<file path="config.mk">
export PLATFORM = sky130hd
export DESIGN_NAME = instr_fetch
export DESIGN_NICKNAME = d
export VERILOG_FILES = /design/src/rtl/fetch_pkg.sv /design/src/rtl/fetch_out_reg.sv /design/src/rtl/instr_fetch.sv
export SDC_FILE = /design/constraint.sdc
export NUM_CORES = 1
export LEC_CHECK = 0
export CAP_MARGIN = 20
export CORE_MARGIN = 5
export CORE_UTILIZATION = 40
export DETAILED_ROUTE_END_ITERATION = 7
export PLACE_DENSITY_LB_ADDON = 0.12
export SYNTH_ARGS = -nofsm -noshare
export SYNTH_HDL_FRONTEND = slang
export SYNTH_SLANG_ARGS = --single-unit
export TNS_END_PERCENT = 20
</file>
<file path="constraint.sdc">
create_clock -name clk -period 3.87 [get_ports clk]
set_input_delay 0.5805 -clock clk [delete_from_list [all_inputs] [get_ports clk]]
set_output_delay 0.5805 -clock clk [all_outputs]
set_load 0.05 [all_outputs]
</file>
<file path="src/rtl/fetch_pkg.sv">
// Shared fetch-stage types and constants.
// State enum, PC width, NOP word and reset PC.
package fetch_pkg;

  localparam int DATA_W   = 32;
  localparam int ADDR_W   = 4;
  localparam int PC_WIDTH = ADDR_W + 2;
  localparam int CNT_W    = 16;

  localparam int unsigned RESET_PC = 0;

  localparam logic [31:0] NOP = 32'h0000_0013;

  typedef enum logic {
    IDLE = 1'b0,
    RUN  = 1'b1
  } fetch_state_e;

endpackage

</file>
<file path="src/rtl/fetch_out_reg.sv">
// Valid/ready holding register between fetch and decode.
// Ports: clk, rst, flush, load, ready, next_data/next_pc in; valid, data, pc out.
module fetch_out_reg
  import fetch_pkg::*;
#(
  parameter int DW = DATA_W,
  parameter int PW = PC_WIDTH
) (
  input  logic          clk,
  input  logic          rst,
  input  logic          flush,
  input  logic          load,
  input  logic          ready,
  input  logic [DW-1:0] next_data,
  input  logic [PW-1:0] next_pc,
  output logic          valid,
  output logic [DW-1:0] data,
  output logic [PW-1:0] pc
);

  // Flush beats load; a transfer with no refill empties the slot.
  always_ff @(posedge clk) begin
    if (rst) begin
      valid <= 1'b0;
      data  <= '0;
      pc    <= '0;
    end else if (flush) begin
      valid <= 1'b0;
    end else if (load) begin
      valid <= 1'b1;
      data  <= next_data;
      pc    <= next_pc;
    end else if (valid && ready) begin
      valid <= 1'b0;
    end
  end

endmodule

</file>
<file path="src/rtl/instr_fetch.sv">
// Instruction fetch: PC, ROM address, output handshake, redirect.
// Ports: clk, rst, run, rom_*, redirect_*, instr_*, misalign_err, retired_cnt.
module instr_fetch
  import fetch_pkg::*;
#(
  parameter int          DATA_WIDTH = DATA_W,
  parameter int          ADDR_WIDTH = ADDR_W,
  parameter int unsigned RESET_PC   = fetch_pkg::RESET_PC,
  parameter int          CNT_WIDTH  = CNT_W
) (
  input  logic                  clk,
  input  logic                  rst,
  input  logic                  run,
  output logic [ADDR_WIDTH-1:0] rom_addr,
  input  logic [DATA_WIDTH-1:0] rom_data,
  input  logic                  redirect_valid,
  input  logic [ADDR_WIDTH+1:0] redirect_pc,
  output logic                  instr_valid,
  output logic [DATA_WIDTH-1:0] instr_data,
  output logic [ADDR_WIDTH+1:0] instr_pc,
  input  logic                  instr_ready,
  output logic                  misalign_err,
  output logic [CNT_WIDTH-1:0]  retired_cnt
);

  localparam int PCW = ADDR_WIDTH + 2;
  localparam logic [PCW-1:0] PC_INIT = PCW'(RESET_PC);

  fetch_state_e   state;
  fetch_state_e   state_next;
  logic           fetching;
  logic           load;
  logic           xfer;
  logic [PCW-1:0] pc;

  always_ff @(posedge clk) begin
    if (rst) state <= IDLE;
    else     state <= state_next;
  end

  always_comb begin
    state_next = state;
    unique case (state)
      IDLE: if (run)  state_next = RUN;
      RUN:  if (!run) state_next = IDLE;
    endcase
  end

  always_comb begin
    fetching = (state == RUN);
  end

  assign xfer = instr_valid && instr_ready;
  assign load = fetching && !redirect_valid
             && (!instr_valid || instr_ready);

  // Redirect drops the byte offset; pc wraps naturally.
  always_ff @(posedge clk) begin
    if (rst)
      pc <= PC_INIT;
    else if (redirect_valid)
      pc <= {redirect_pc[PCW-1:2], 2'b00};
    else if (load)
      pc <= pc + PCW'(4);
  end

  assign rom_addr = pc[PCW-1:2];

  always_ff @(posedge clk) begin
    if (rst)
      misalign_err <= 1'b0;
    else if (redirect_valid && |redirect_pc[1:0])
      misalign_err <= 1'b1;
  end

  // A transfer alongside a redirect still retires.
  always_ff @(posedge clk) begin
    if (rst)       retired_cnt <= '0;
    else if (xfer) retired_cnt <= retired_cnt + 1'b1;
  end

  fetch_out_reg #(
    .DW (DATA_WIDTH),
    .PW (PCW)
  ) u_out (
    .clk       (clk),
    .rst       (rst),
    .flush     (redirect_valid),
    .load      (load),
    .ready     (instr_ready),
    .next_data (rom_data),
    .next_pc   (pc),
    .valid     (instr_valid),
    .data      (instr_data),
    .pc        (instr_pc)
  );

endmodule

</file>
==> flow_summary_export.csv <==
group,metric,value,unit
timing,relSlewSlack,52.13,%
setup_path,slowest_delay,0.87,ns
route,drc_errors,0,
synthesis,synth_common_cells,"nand2_1, dfxtp_1, a21oi_1, nor2_1, nand3_1",
synthesis,synth_edf_count,0,
layout,final_area,0.003526,sq mm
route,wl_per_cell,13.33,um
power,irDropWorstVdd,0.0002721,V
synthesis,async_flop_share,0,%
synthesis,synth_area,0.002338,sq mm
setup_path,path_cells,"clkdlybuf4s50_1",
synthesis,yosysMostFrequentCell,"nand2_1",
setup_path,required,3.29,ns
hold_path,hold_path_class,"flop to flop",
clock_tree,worstSkewPairLatency,0.33,ns
floorplanning,rows,27,
grt,grt_antenna_before_repair,0,
setup_path,crit_type,"flop to output pin",
clock_tree,ctsRootBufferMaster,"clkbuf_8",
route,drt-vias-per-instance,4.888,
synthesis,synth-warning-count,0,
synthesis,synthFlopType,"dfxtp_1",
route,via_count,2224,
layout,syn2layout_area_growth,50.78,%
route,highest_layer,"met4",
setup_path,arrival,1.67,ns
route,drt-total-wl,6066,um
grt,grt_pass1_vias,2179,
route,routed-wl-met3,442,um
synthesis,ys_seq_elements,59,
synthesis,netlist_instances,279,
route,antenna_left,0,
synthesis,ys_seq_area_share,50.51,%
run,drv_cap,0,
synthesis,synth.avg_cell_area,8.382,sq um
setup_path,start_kind,"flop",
setup_path,cp_top_family,"buffers and inverters",
floorplanning,initial_core_util,41.70,%
floorplanning,dieArea,0.007475,sq mm
timing,post-route-min-period,2.252,ns
synthesis,synth.top_cell.area_share,50.51,%
timing,finalSetupViolations,0,
clock_tree,ctsHoldBuffers,0,
floorplanning,die_x,86.46,um
route,firstDrtPassIters,4,
clock_tree,cts_htree_levels,3,
grt,overflow,0,
grt,track_usage,16.78,%
timing,clock-skew-final,0.003761,ns
clock_tree,cts_tree,"built",
route,wl_met2,2893,um
layout,antennaDiodeCount,0,
timing,drv_slew,0,
layout,fin_cells,455,
route,wl_met1,2656,um
floorplanning,die_h,86.46,um
floorplanning,coreArea,0.005608,sq mm
grt,grt_pass1_wl,10030,um
setup_path,cp.buffers_inverters,1,
synthesis,ys_types,38,
layout,num-fill-cells,518,
synthesis,netlist.top_cell.by_area,"dfxtp_1",
placement,dp_hpwl,4252,um
power,power_leakage,0.001218,uW
clock_tree,cts_buffers,9,
grt,grt_start_max_net_pins,63,
placement,globalplace.congestion,0.7547,
clock_tree,cts.sinks,59,
status,status,"complete, no violations",
timing,tns,0,ns
layout,final_util,62.87,%
clock_tree,max-clock-path-buffers,2,
timing,tightestPinTransition,0.7172,ns
timing,grt_setup_unrepaired,"no",
setup_path,endpoint_kind,"output pin",
timing,hold_viol,0,
synthesis,synthTopCellsByArea,"dfxtp_1, nand2_1, a21oi_1",
setup_path,crit_fanout,7,
clock_tree,clkTransAtPathRegs,0.06,ns
timing,fin_crit_sh,58.18,%
timing,timing.fmax,0.4441,GHz
layout,layout-drive-gt1-share,6.789,%
placement,dp_cells,438,
setup_path,cp_slowest_cell,"clkdlybuf4s50_1",
clock_tree,cts_setup_buffers,0,
route,drt-initial-drc-count,38,
placement,place.port_buffers,100,
clock_tree,cts_resized,0,
layout,final_nets,423,
floorplanning,io_pins,103,
power,p_total,1279,uW
placement,placed_area,0.003344,sq mm
power,power_density,362.8,mW/mm^2
-- registers in the layout, summed over array words and instances (netlist names) --
register and cells:
retired_cnt 16, pc 4, misalign_err 1, u_out.data 32
u_out.pc 4, u_out.valid 1, fetching 1
-- routing by layer --
layer	up-vias	global-route usage, %
met3	7	4.087
li1	1130	-
met1	1022	19.54
met2	65	28.51
met5	-	0
met4	0	8.499
-- where the power goes --
| part | total, uW | internal (uW) | switching, uW |
|---|---|---|---|
| Sequential | 637 | 625 | 12.0 |
| Clock | 450 | 230 | 221 |
| Combinational | 192 | 81.2 | 111 |
-- cell type report --
cell class	count	area, sq um	share of cell area (%)
Clock inverter	3	15.01	0.4258
Inverter	5	18.77	0.5323
Multi-Input combinational cell	201	1051	29.81
Clock buffer	13	138.9	3.939
Sequential cell	59	1181	33.50
Timing Repair Buffer	102	1031	29.24
Tap cell	72	90.09	2.555
-- logic make-up after synthesis --
logic type      after synthesis  share of synthesized area, %
flops                        59                         50.51
other cells                   1                        0.1604
compound gates               55                         12.68
mux                           2                        0.9096
fa+ha+maj                     2                         1.070
simple gates                129                         25.84
buf+inv                      20                         4.708
xor+xnor                     11                         4.120
-- metrics by stage --
| stage | setup slack [ns] | hold WS (ns) |
|---|---|---|
| final | 1.618 | 0.4536 |
| after global routing | 1.548 | 0.4708 |
| after CTS | 1.597 | 0.4525 |
| after detailed placement | 1.401 | 0.4445 |
| after global placement | 1.422 | 0.4355 |
| after floorplan | 1.965 | 0.5703 |
-- cell usage in the layout, fill, tap and decap left out, types with 5 or more instances in the layout --
cell type,synthesis,routed
nand3_1,7,7
dfxtp_1,59,59
clkbuf_8,2,9
a211oi_1,5,5
nand2_1,79,79
a21oi_1,43,43
nor2_1,16,16
xnor2_1,6,6
xor2_1,5,5
nand4_1,5,5
clkdlybuf4s50_1,0,99
-- path summary, 6_finish.rpt --
| kind | start | to | slack [ns] | depth (start not counted) |
|---|---|---|---|---|
| hold reg to reg | misalign_err$_SDFFE_PP0P_ | misalign_err$_SDFFE_PP0P_ | 0.45 | 2 |
| setup / recovery | retired_cnt[4]$_SDFFE_PP0P_ | retired_cnt[4] | 1.62 | 1 |
| setup reg to reg | u_out.valid$_SDFFE_PP0P_ | u_out.data[5]$_SDFFE_PP0P_ | 2.18 | 4 |
| hold / removal | misalign_err$_SDFFE_PP0P_ | misalign_err$_SDFFE_PP0P_ | 0.45 | 2 |
Power figures use the tool's default switching activity.
